--- config.mk ---
export PLATFORM = sky130hd
export DESIGN_NAME = prism_sit_bank
export DESIGN_NICKNAME = d
export VERILOG_FILES = /design/src/rtl/prism_sit_bank.sv
export SDC_FILE = /design/constraint.sdc
export NUM_CORES = 1
export LEC_CHECK = 0
export BUFFER_PORTS_ARGS = -buffer_cell sky130_fd_sc_hd__buf_2
export CORE_ASPECT_RATIO = 1.1
export CORE_MARGIN = 4
export CORE_UTILIZATION = 45
export DETAILED_ROUTE_END_ITERATION = 8
export PLACE_DENSITY = 0.64
export SYNTH_ARGS = -nofsm -noshare
export SYNTH_HDL_FRONTEND = slang
export SYNTH_SLANG_ARGS = --single-unit
--- constraint.sdc ---
create_clock -name clk -period 5.3 [get_ports clk]
set_input_delay 0.53 -clock clk [delete_from_list [all_inputs] [get_ports clk]]
set_output_delay 0.53 -clock clk [all_outputs]
set_load 0.05 [all_outputs]
--- src/rtl/prism_sit_bank.sv ---
// prism_sit_bank: double-buffered State Information Table for the PRISM engine.
// Entries are staged 32 bits at a time over the debug bus and committed whole
// into the shadow bank. The engine reads the active bank through two
// combinational ports. A bank swap is requested over the bus and happens only
// when the engine reports a safe point.
//
// Swap handshake states:
//   state   | meaning
//   SW_IDLE | no swap requested
//   SW_PEND | swap requested, waiting for swap_ok
module prism_sit_bank #(
  parameter int WIDTH     = 44,
  parameter int DEPTH     = 8,
  parameter int DUAL_BANK = 1,
  parameter int A_BITS    = (DEPTH > 2) ? $clog2(DEPTH) : 1
) (
  input  logic              clk,
  input  logic              rst,
  input  logic [5:0]        debug_addr,
  input  logic              debug_wr,
  input  logic [31:0]       debug_wdata,
  output logic [31:0]       debug_rdata,
  input  logic [A_BITS-1:0] raddr1,
  input  logic [A_BITS-1:0] raddr2,
  output logic [WIDTH-1:0]  rdata1,
  output logic [WIDTH-1:0]  rdata2,
  input  logic              swap_ok,
  output logic              swap_done,
  output logic              active_bank
);

  localparam int NWORDS = (WIDTH + 31) / 32;
  localparam int NBANKS = (DUAL_BANK != 0) ? 2 : 1;

  localparam logic [5:0] ADDR_WDATA = 6'h10;
  localparam logic [5:0] ADDR_CTRL  = 6'h14;
  localparam logic [5:0] ADDR_RDATA = 6'h18;
  localparam logic [5:0] ADDR_RSEL  = 6'h1C;

  typedef enum logic [0:0] {
    SW_IDLE = 1'b0,
    SW_PEND = 1'b1
  } sw_state_t;

  sw_state_t sw_state, sw_next;
  logic      do_swap;
  logic      swap_pending;

  logic [WIDTH-1:0]    mem [NBANKS][DEPTH];
  logic [31:0]         stage [NWORDS-1];
  logic [A_BITS-1:0]   wptr, rptr, wptr_inc;
  logic [1:0]          widx, rword;
  logic [5:0]          wptr_ext, rptr_ext;

  logic                wr_wdata, wr_ctrl, wr_rsel;
  logic                commit;
  logic                shadow_bank;
  logic [NWORDS*32-1:0] commit_full;
  logic [WIDTH-1:0]    commit_entry;
  logic [WIDTH-1:0]    shadow_entry;
  logic [NWORDS*32-1:0] rd_ext;
  logic [31:0]         rdata_word;
  logic                unused_bits;

  assign wr_wdata = debug_wr && (debug_addr == ADDR_WDATA);
  assign wr_ctrl  = debug_wr && (debug_addr == ADDR_CTRL);
  assign wr_rsel  = debug_wr && (debug_addr == ADDR_RSEL);

  // With one bank the shadow and the active bank are the same storage.
  assign shadow_bank  = (DUAL_BANK != 0) ? ~active_bank : 1'b0;
  assign swap_pending = (sw_state == SW_PEND);

  // The final word of an entry commits instead of staging.
  assign commit   = wr_wdata && (int'(widx) == NWORDS - 1);
  assign wptr_inc = (wptr == A_BITS'(DEPTH - 1)) ? '0 : wptr + A_BITS'(1);

  // Assemble the committed entry: staged words low, the incoming word on top.
  always_comb begin
    commit_full = '0;
    for (int i = 0; i < NWORDS - 1; i++) begin
      commit_full[i*32 +: 32] = stage[i];
    end
    commit_full[(NWORDS-1)*32 +: 32] = debug_wdata;
  end

  assign commit_entry = commit_full[WIDTH-1:0];

  // Entry storage: cleared on reset, written only by a commit into the shadow bank.
  always_ff @(posedge clk) begin
    if (rst) begin
      for (int b = 0; b < NBANKS; b++) begin
        for (int d = 0; d < DEPTH; d++) begin
          mem[b][d] <= '0;
        end
      end
    end else if (commit && (int'(wptr) < DEPTH)) begin
      mem[shadow_bank][wptr] <= commit_entry;
    end
  end

  // Bus-visible pointers and staging words.
  always_ff @(posedge clk) begin
    if (rst) begin
      wptr  <= '0;
      widx  <= '0;
      rptr  <= '0;
      rword <= '0;
      for (int i = 0; i < NWORDS - 1; i++) begin
        stage[i] <= '0;
      end
    end else begin
      if (wr_wdata) begin
        if (commit) begin
          widx <= '0;
          wptr <= wptr_inc;
        end else begin
          for (int i = 0; i < NWORDS - 1; i++) begin
            if (int'(widx) == i) begin
              stage[i] <= debug_wdata;
            end
          end
          widx <= widx + 2'd1;
        end
      end
      if (wr_ctrl) begin
        wptr <= debug_wdata[A_BITS-1:0];
        widx <= '0;
        for (int i = 0; i < NWORDS - 1; i++) begin
          stage[i] <= '0;
        end
      end
      if (wr_rsel) begin
        rptr  <= debug_wdata[A_BITS-1:0];
        rword <= debug_wdata[9:8];
      end
    end
  end

  // Swap handshake: a request registers first, the swap fires on a later swap_ok.
  always_comb begin
    sw_next = sw_state;
    do_swap = 1'b0;
    case (sw_state)
      SW_IDLE: begin
        if (wr_ctrl && debug_wdata[16]) begin
          sw_next = SW_PEND;
        end
      end
      SW_PEND: begin
        if (swap_ok) begin
          do_swap = 1'b1;
          sw_next = SW_IDLE;
        end
      end
      default: sw_next = SW_IDLE;
    endcase
  end

  // Swap state register, bank select and the one-cycle done pulse.
  always_ff @(posedge clk) begin
    if (rst) begin
      sw_state    <= SW_IDLE;
      swap_done   <= 1'b0;
      active_bank <= 1'b0;
    end else begin
      sw_state    <= sw_next;
      swap_done   <= do_swap;
      active_bank <= (DUAL_BANK != 0) ? (active_bank ^ do_swap) : 1'b0;
    end
  end

  // Engine read ports into the active bank.
  always_comb begin
    rdata1 = '0;
    rdata2 = '0;
    if (int'(raddr1) < DEPTH) begin
      rdata1 = mem[active_bank][raddr1];
    end
    if (int'(raddr2) < DEPTH) begin
      rdata2 = mem[active_bank][raddr2];
    end
  end

  // Debug readback of one 32-bit word of the selected shadow entry.
  always_comb begin
    shadow_entry = '0;
    if (int'(rptr) < DEPTH) begin
      shadow_entry = mem[shadow_bank][rptr];
    end
    rd_ext = '0;
    rd_ext[WIDTH-1:0] = shadow_entry;
    rdata_word = '0;
    for (int w = 0; w < NWORDS; w++) begin
      if (int'(rword) == w) begin
        rdata_word = rd_ext[w*32 +: 32];
      end
    end
  end

  // Register readback mux; unmapped and write-only addresses read as zero.
  always_comb begin
    wptr_ext = '0;
    rptr_ext = '0;
    wptr_ext[A_BITS-1:0] = wptr;
    rptr_ext[A_BITS-1:0] = rptr;
    debug_rdata = '0;
    case (debug_addr)
      ADDR_CTRL:  debug_rdata = {15'b0, swap_pending, 3'b0, active_bank,
                                 2'b0, widx, 2'b0, wptr_ext};
      ADDR_RDATA: debug_rdata = rdata_word;
      ADDR_RSEL:  debug_rdata = {22'b0, rword, 2'b0, rptr_ext};
      default:    debug_rdata = '0;
    endcase
  end

  // Bits deliberately dropped: upper bus bits, padding above WIDTH.
  assign unused_bits = ^{debug_wdata, commit_full, rd_ext};

endmodule

==> results.json <==
{
  "track_usage_pct": 27.7,
  "slew_violations": 0,
  "drv_cap": 0,
  "grt_max_degree": 85,
  "clkSlewWorstSetupHoldPaths_ps": 60,
  "slew_headroom_pct": 29.5,
  "ys.flop_type": "edfxtp_1",
  "first_iter_violations": 3910,
  "vias": 25350,
  "synth_edf_count": 736,
  "powerDensity_mw_per_mm2": 293,
  "crit_required_ps": 4770,
  "nets": 2449,
  "rr_worst_depth": 6,
  "start_kind": "flop",
  "yosysWarnings": 0,
  "hold_path.class": "in -> reg",
  "tightest_slew_ps": 1060,
  "clk_path_buf_depth": 3,
  "dr.pass1.iters": 6,
  "fin_setup_tns_ps": 0,
  "cts_hold_buf": 0,
  "cts_setup_buffers": 0,
  "r2r-start": "active_bank$_SDFF_PP0_",
  "antenna_found_initial": 11,
  "crit_fanout": 35,
  "fill_cells": 7512,
  "avgViaCountPerCell": 6.82,
  "drive_above_1_share_pct": 41.7,
  "fp-row-count": 117,
  "synthDistinctLibCells": 47,
  "fmax_mhz": 223,
  "h-tree-depth": 3,
  "synth_top_family_by_area": "multiplexers",
  "die_w_um": 300,
  "grt_pass1_vias": 26275,
  "hold_violations": 0,
  "netlist_area_mm2": 0.0422,
  "synthCells": 2290,
  "holdPathEnd": "stage[0][18]$_SDFFCE_PP0P_",
  "r2r-end": "mem[0][95]$_SDFFCE_PN0P_",
  "hold_slack_ps": 166,
  "cts_tree": "built",
  "vdd_drop_max_v": 0.000214,
  "grt_pass1_wl_um": 194000,
  "ys_ff_latch": 749,
  "yosysSeqAreaShare_pct": 53.0,
  "setup_viol": 0,
  "synth-async-reset-ratio_pct": 0,
  "area_delta_synth_final_pct": 12.2,
  "cts_buffers": 81,
  "timing.final.crit_share_pct": 84.6,
  "clk_latency_ps": 650,
  "synth_compound_area_share_pct": 1.20,
  "status": "finished clean",
  "fin_cells": 3718,
  "hpwl_um": 80100,
  "wl_per_cell_um": 36.5,
  "synthMuxAreaShare_pct": 34.7,
  "die_y_um": 329,
  "avgSynthCellArea_um2": 18.4,
  "place.gp.congestion": 0.869,
  "synthSimpleGateAreaFrac_pct": 8.51,
  "synth_fp_nets": 2342,
  "synthAdderAreaFrac_pct": 0.119,
  "cts_resized": 0,
  "finClkSkew_ps": 34.1,
  "rsz0062_at_grt": "no",
  "synth_xor_area_share_pct": 0.0208,
  "cts_root_buf": "clkbuf_16",
  "cp.arrival_ps": 3960,
  "final_cell_mix": "edfxtp_1, mux4_2, and2_1",
  "critPathCaptureType": "output port",
  "drc": 0,
  "coreArea_mm2": 0.0928,
  "die_area_mm2": 0.0986,
  "port_buffers": 169,
  "r2r_setup_slack_ps": 1400,
  "hp-start": "debug_wdata[18]",
  "whs_path_depth": 2,
  "p_leak_nw": 15.7,
  "dp_cells": 3563,
  "drt_wl_total_um": 136000,
  "ioPinCount": 170,
  "final_common_cell": "edfxtp_1",
  "start_util_pct": 45.4,
  "post-route-min-period_ps": 4490,
  "gr-total-overflow": 0,
  "clock_sinks": 749,
  "crit_type": "reg -> out",
  "ant_nets": 0
}
==> registers in the layout (all words and copies together), names as in the netlist <==
register     cells
widx             2
swap_done        1
sw_state         1
active_bank      1
rword            2
stage           32
mem            704
wptr             3
rptr             3
==> per-layer routing <==
metal / vias to the layer above / part of all wire [%] / track usage, %
met5: - / 0.021 / 0
met2: 1811 / 48 / 45.3
met3: 305 / 12 / 7.21
met4: 6 / 3.8 / 9.17
li1: 9859 / - / -
met1: 13369 / 36 / 36.7
==> Yosys cell counts (8+ instances only) <==
master / count / area (um^2)
mux4_2: 634 / 14300
clkbuf_1: 108 / 405
nor2_1: 22 / 82.6
or2_2: 9 / 56.3
dfxtp_1: 13 / 260
a21oi_1: 9 / 45.0
mux2i_1: 36 / 360
a22o_1: 8 / 70.1
buf_1: 18 / 67.6
buf_2: 77 / 385
and2_1: 473 / 2960
nor2b_1: 24 / 150
a221oi_1: 8 / 70.1
a22oi_1: 10 / 75.1
edfxtp_1: 736 / 22100
nand2_1: 11 / 41.3
==> logic make-up (layout without fill, tap and decap cells) <==
family,count (synthesis),count (layout)
AND/OR/NAND/NOR,577,577
multiplexers,670,670
XOR/XNOR,1,1
other,0,7
buffers and inverters,221,393
AO/OA/AOI/OAI,68,68
adder cells (fa/ha/maj),4,4
flip-flops,749,749
==> worst max path at each step <==
stage	to	start
after CTS	rdata2[30]	active_bank$_SDFF_PP0_
after global placement	mem[0][106]$_SDFFCE_PN0P_	active_bank$_SDFF_PP0_
after floorplan	mem[1][100]$_DFFE_PP_	active_bank$_SDFF_PP0_
final	debug_rdata[16]	rptr[1]$_SDFFE_PP0P_
after detailed placement	mem[0][106]$_SDFFCE_PN0P_	active_bank$_SDFF_PP0_
after global routing	debug_rdata[16]	rptr[1]$_SDFFE_PP0P_
==> through the flow <==
| stage | power, W | worst slack [ps] | utilization, % | area (um^2) |
|---|---|---|---|---|
| floorplan | 0.00778 | 1060 | - | 42200 |
| global placement | 0.00828 | 1550 | 48.1 | 44600 |
| detailed placement | 0.00831 | 1450 | 48.1 | 44600 |
| CTS | 0.0139 | 903 | 50.9 | 47300 |
| global route | 0.0143 | 641 | 50.9 | 47300 |
| finish | 0.0139 | 814 | 50.9 | 47300 |
==> cell type report <==
cell class,instances,area (um^2),area share [%]
sequential,749,22400,47.3
multi-input combinational,1320,18900,40.1
clock buffer,103,2140,4.53
timing repair buffer,240,1740,3.69
tap,1249,1560,3.31
clock inverter,45,479,1.01
inverter,5,18.8,0.0397
antenna,7,17.5,0.0371
==> where the power goes <==
part / switching [W] / internal, W / total (W)
registers: 0.000166 / 0.00669 / 0.00685
clock network: 0.00240 / 0.00326 / 0.00566
logic: 0.000838 / 0.000499 / 0.00134
==> worst max-delay path, stage by stage, from the launching register on <==
cell and delay (ps):
dfxtp_4 720, buf_12 360, mux4_2 540, a22o_1 240
a221oi_1 710, o2bb2ai_1 370, buf_2 320
Note: power is estimated with default switching activity, not from simulation.
